**src/rtl/multicycle_datapath_regs.sv**
```systemverilog
// multicycle_datapath_regs: PC/OldPC/IR/MDR/A/B/ALUOut state, address and result muxes, fetch counter
module multicycle_datapath_regs #(
  parameter int                    DATA_WIDTH  = 32,
  parameter logic [DATA_WIDTH-1:0] RESET_PC    = 32'h00400000,
  parameter logic [DATA_WIDTH-1:0] RESET_INSTR = 32'h00000013
) (
  input  logic                  clk,
  input  logic                  rst,
  input  logic                  PCWrite,
  input  logic                  Branch,
  input  logic                  AdrSrc,
  input  logic                  IRWrite,
  input  logic [1:0]            ResultSrc,
  input  logic [DATA_WIDTH-1:0] ReadData,
  input  logic [DATA_WIDTH-1:0] ALUResult,
  input  logic [DATA_WIDTH-1:0] RD1,
  input  logic [DATA_WIDTH-1:0] RD2,
  output logic [DATA_WIDTH-1:0] PC,
  output logic [DATA_WIDTH-1:0] OldPC,
  output logic [DATA_WIDTH-1:0] Instr,
  output logic [DATA_WIDTH-1:0] Data,
  output logic [DATA_WIDTH-1:0] A,
  output logic [DATA_WIDTH-1:0] WriteData,
  output logic [DATA_WIDTH-1:0] ALUOut,
  output logic [DATA_WIDTH-1:0] Adr,
  output logic [DATA_WIDTH-1:0] Result,
  output logic                  PCEn,
  output logic [31:0]           InstrCount
);
  logic [DATA_WIDTH-1:0] pc_q, pc_d, old_pc_q, old_pc_d, instr_q, instr_d;
  logic [DATA_WIDTH-1:0] data_q, data_d, a_q, a_d, wd_q, wd_d, alu_out_q, alu_out_d;
  logic [31:0]           instr_count_q, instr_count_d;
  // case default keeps X/Z selects on ALUOut
  always_comb begin
    Result = alu_out_q;
    case (ResultSrc)
      2'b01:   Result = data_q;
      2'b10:   Result = ALUResult;
      default: Result = alu_out_q;
    endcase
  end
  always_comb begin
    PCEn          = PCWrite | Branch;
    Adr           = AdrSrc ? Result : pc_q;
    pc_d          = PCEn ? Result : pc_q;
    instr_d       = IRWrite ? ReadData : instr_q;
    old_pc_d      = IRWrite ? pc_q : old_pc_q;
    instr_count_d = IRWrite ? instr_count_q + 32'd1 : instr_count_q;
    data_d        = ReadData;
    a_d           = RD1;
    wd_d          = RD2;
    alu_out_d     = ALUResult;
  end
  always_ff @(posedge clk or negedge rst) begin
    if (!rst) begin
      pc_q          <= RESET_PC;
      old_pc_q      <= RESET_PC;
      instr_q       <= RESET_INSTR;
      data_q        <= '0;
      a_q           <= '0;
      wd_q          <= '0;
      alu_out_q     <= '0;
      instr_count_q <= '0;
    end else begin
      pc_q          <= pc_d;
      old_pc_q      <= old_pc_d;
      instr_q       <= instr_d;
      data_q        <= data_d;
      a_q           <= a_d;
      wd_q          <= wd_d;
      alu_out_q     <= alu_out_d;
      instr_count_q <= instr_count_d;
    end
  end
  assign PC         = pc_q;
  assign OldPC      = old_pc_q;
  assign Instr      = instr_q;
  assign Data       = data_q;
  assign A          = a_q;
  assign WriteData  = wd_q;
  assign ALUOut     = alu_out_q;
  assign InstrCount = instr_count_q;
endmodule

```
**config.mk**
```make
export PLATFORM = sky130hd
export DESIGN_NAME = multicycle_datapath_regs
export DESIGN_NICKNAME = d
export VERILOG_FILES = /design/src/rtl/multicycle_datapath_regs.sv
export SDC_FILE = /design/constraint.sdc
export NUM_CORES = 1
export LEC_CHECK = 0
export ABC_AREA = 1
export CAP_MARGIN = 20
export CORE_AREA = 5 5 173 175
export DETAILED_ROUTE_END_ITERATION = 16
export DIE_AREA = 0 0 178 180
export PLACE_DENSITY = 0.78
export SETUP_SLACK_MARGIN = 0.05
export SLEW_MARGIN = 20
export SYNTH_ARGS = -nofsm -noshare
export SYNTH_HDL_FRONTEND = slang
export SYNTH_SLANG_ARGS = --single-unit
```
**constraint.sdc**
```tcl
create_clock -name clk -period 1.86 [get_ports clk]
set_input_delay 0.372 -clock clk [delete_from_list [all_inputs] [get_ports clk]]
set_output_delay 0.372 -clock clk [all_outputs]
set_load 0.01 [all_outputs]
```
==> summary.md <==
| Metric | Value |
|---|---|
| Share of cells above drive strength 1 | `0.231` |
| Synthesized-area fraction occupied by and/or/nand/nor cells | `0.173` |
| Clk root buf | `clkbuf_16` |
| Setup skew after layout | `0.0132 ns` |
| Worst hold slack | `0.184 ns` |
| Slew Viols, Final | `0` |
| Clock buffer depth | `3` |
| Area added between synthesis and finish | `76.0%` |
| Most frequent cells in the layout | `nand2_1 (270), dfrtp_1 (241), dlygate4sd2_1 (207), clkdlybuf4s50_1 (143), buf_4 (86)` |
| Overflow after GRT | `0` |
| Post-Synth XOR/XNOR Area | `0.0175` |
| Die Wd | `178 µm` |
| Pwr Total | `16.0 mW` |
| #FFs+latches synth | `256` |
| Number of fillers in the final layout | `2386` |
| Post-detailed-route count of antenna-violating nets | `0` |
| Post-synthesis compound-gate area fraction | `0.0844` |
| Worst Tran Pin Value | `0.577 ns` |
| Pin count of the biggest net entering global routing | `64` |
| CTS tree | `done` |
| Placed Instances | `1822` |
| Post-Place Cell Area | `15200 µm²` |
| Clk sinks | `256` |
| Fin area | `16800 µm²` |
| Starting Density | `0.336` |
| First-pass GRT wire length | `58.4 mm` |
| Status | `finished with violations` |
| Critical path class | `input port to output port` |
| Worst setup SP type | `input port` |
| Total GRT Usage | `0.238` |
| P per Cell Area | `957 nW/µm²` |
| Row count | `62` |
| Critical-path maximum fanout | `8` |
| Setup violators final | `58` |
| PortBufs | `456` |
| GP Congestion | `0.965` |
| Worst VDD drop | `805 µV` |
| WP data required | `1.49 ns` |
| Core Area | `28300 µm²` |
| Min cycle time layout | `2.07 ns` |
| Synthesized area | `9520 µm²` |
| Via density | `4.68` |
| Syn avg cell area | `10.0 µm²` |
| Violated checks | `setup timing` |
| DR iter-0 viols | `623` |
| Htree depth | `1` |
| Num CTS Buffers | `28` |
| Distinct cells, synth | `26` |
| Slew margin rel. | `0.616` |
| CTS clock-pin slew for the worst setup and hold paths | `0.06 ns` |
| Largest family of logic cells by synthesized area | `simple AND/OR/NAND/NOR gates` |
| Initial antenna violation count | `8` |
| Total of max-cap violations | `0` |
| FF-to-FF path depth | `8` |
| LEAKAGE | `8.37 nW` |
| Post-synthesis sequential area ratio | `0.674` |
| Syn. warnings | `0` |
| Commonest non-fill, non-tap cell in the layout | `nand2_1` |
| Final WS setup | `-0.207 ns` |
| Die height | `180 µm` |
| Adder-cell share of the synthesized area | `0.00394` |
| Hold path depth | `3` |
| Non-Filler Instances | `1917` |
| Skew-Pair Late Insertion Delay | `0.54 ns` |
| CP arrival | `1.70 ns` |
| RSZ-0062 raised after global routing | `true` |
| IO Count | `457` |
| Post-DP HPWL | `29.9 mm` |
| Final nets | `1648` |
| Mux share of post-synthesis cell area | `0` |
| Final period util | `1.11` |
| Mapped Cells | `950` |
| Drt first pass iters | `5` |
| Utilization of the core after routing | `0.592` |
| Setup crit end kind | `output port` |
| Vias in the first global route | `9145` |
| Worst hold path class | `input port to flop` |
| Drt total wl | `39.7 mm` |
| Die area | `32000 µm²` |
| Syn_nets | `1089` |
| Endpoints failing hold | `0` |
| Post-route DRC | `0` |
| Via count | `8963` |
| Routed length per instance | `20.7 µm` |
| FMAX | `484 MHz` |
==> routing by layer <==
layer	track usage	vias up	routed length [µm]
met4	0.0758	8	1360
met2	0.390	352	19300
met5	0	-	54
met1	0.315	4388	16200
li1	-	4140	-
met3	0.0540	75	2810
==> power breakdown <==
| group | switching (mW) | internal [mW] | total (mW) |
|---|---|---|---|
| logic | 1.87 | 1.68 | 3.56 |
| registers | 0.297 | 6.06 | 6.36 |
| clock network | 2.31 | 3.81 | 6.12 |
==> registers in the layout, summed over array words and instances, names as in the netlist <==
register    flops
ALUOut         32
A              32
Data           32
InstrCount     32
Instr          32
OldPC          32
PC             32
WriteData      32
==> worst max-delay path: stages <==
cell and delay (ns):
buf_8 0.08, inv_4 0.03, ha_4 0.27, buf_8 0.13
buf_12 0.17, a21oi_4 0.05, a21oi_4 0.21, buf_6 0.13
nand2_2 0.03, o21ai_1 0.07, buf_4 0.15
==> cells in the mapped netlist <==
library cell,instances,area [µm²]
o21ai_0,96,480
nand3_2,2,20.0
inv_4,1,6.26
nor2_1,55,206
a21oi_1,63,315
nand2_1,292,1100
nand3b_1,3,22.5
ha_1,3,37.5
buf_2,18,90.1
nor2_2,4,25.0
nand2_2,6,37.5
dfrtp_1,251,6280
nand4_1,11,68.8
clkbuf_1,14,52.6
inv_1,71,267
dfstp_2,5,131
o21bai_1,1,7.51
buf_1,7,26.3
inv_2,2,7.51
buf_4,1,7.51
nor2_4,5,56.3
nand3_1,14,70.1
nor3_4,1,16.3
nor3_1,5,25.0
xnor2_1,7,61.3
xor2_1,12,105
==> per-stage QoR <==
stage / setup slack, ns / setup TNS, ns
after floorplan: 0.0162 / 0
after global placement: -1.21 / -79.80
after detailed placement: -1.19 / -78.28
after CTS: -0.211 / -5.50
after global routing: -0.266 / -8.81
final: -0.207 / -5.45
==> path summary, 6_finish.rpt <==
kind                                from        endpoint  slack, ns
max                         ResultSrc[0]          Adr[4]      -0.21
min                              IRWrite        Instr[0]       0.18
max reg2reg                InstrCount[0]  InstrCount[18]       0.18
min reg2reg                     Instr[1]        Instr[1]       0.46
max in group asynchronous            rst   WriteData[13]       0.85
min in group asynchronous            rst      ALUOut[28]       0.37
==> repair_timing <==
item                       4_1_cts  5_1_grt
pin swaps                       31       34
setup buffers                   19       21
hold endpoints to repair        36        0
resized for setup              631       85
cloned                           3        2
hold buffers                     1        0
setup endpoints to repair      279      105
==> layout make-up <==
type                    count  area (µm²)  area share
diodes                      3        7.51    0.000448
clock buffers              39         833      0.0497
clock inverters            12         198      0.0118
inverters                  74         283      0.0169
multi-input cells         581        3150       0.188
flip-flops and latches    256        6420       0.383
well taps                 384         480      0.0287
repair buffers            568        5380       0.321
==> cells by family after synthesis <==
kind of cell	count (synthesis)
flip-flops	256
buffers and inverters	114
XOR/XNOR	19
adder cells (fa/ha/maj)	3
AND/OR/NAND/NOR	398
AO/OA/AOI/OAI	160
Note: power is estimated with default switching activity, not from simulation.
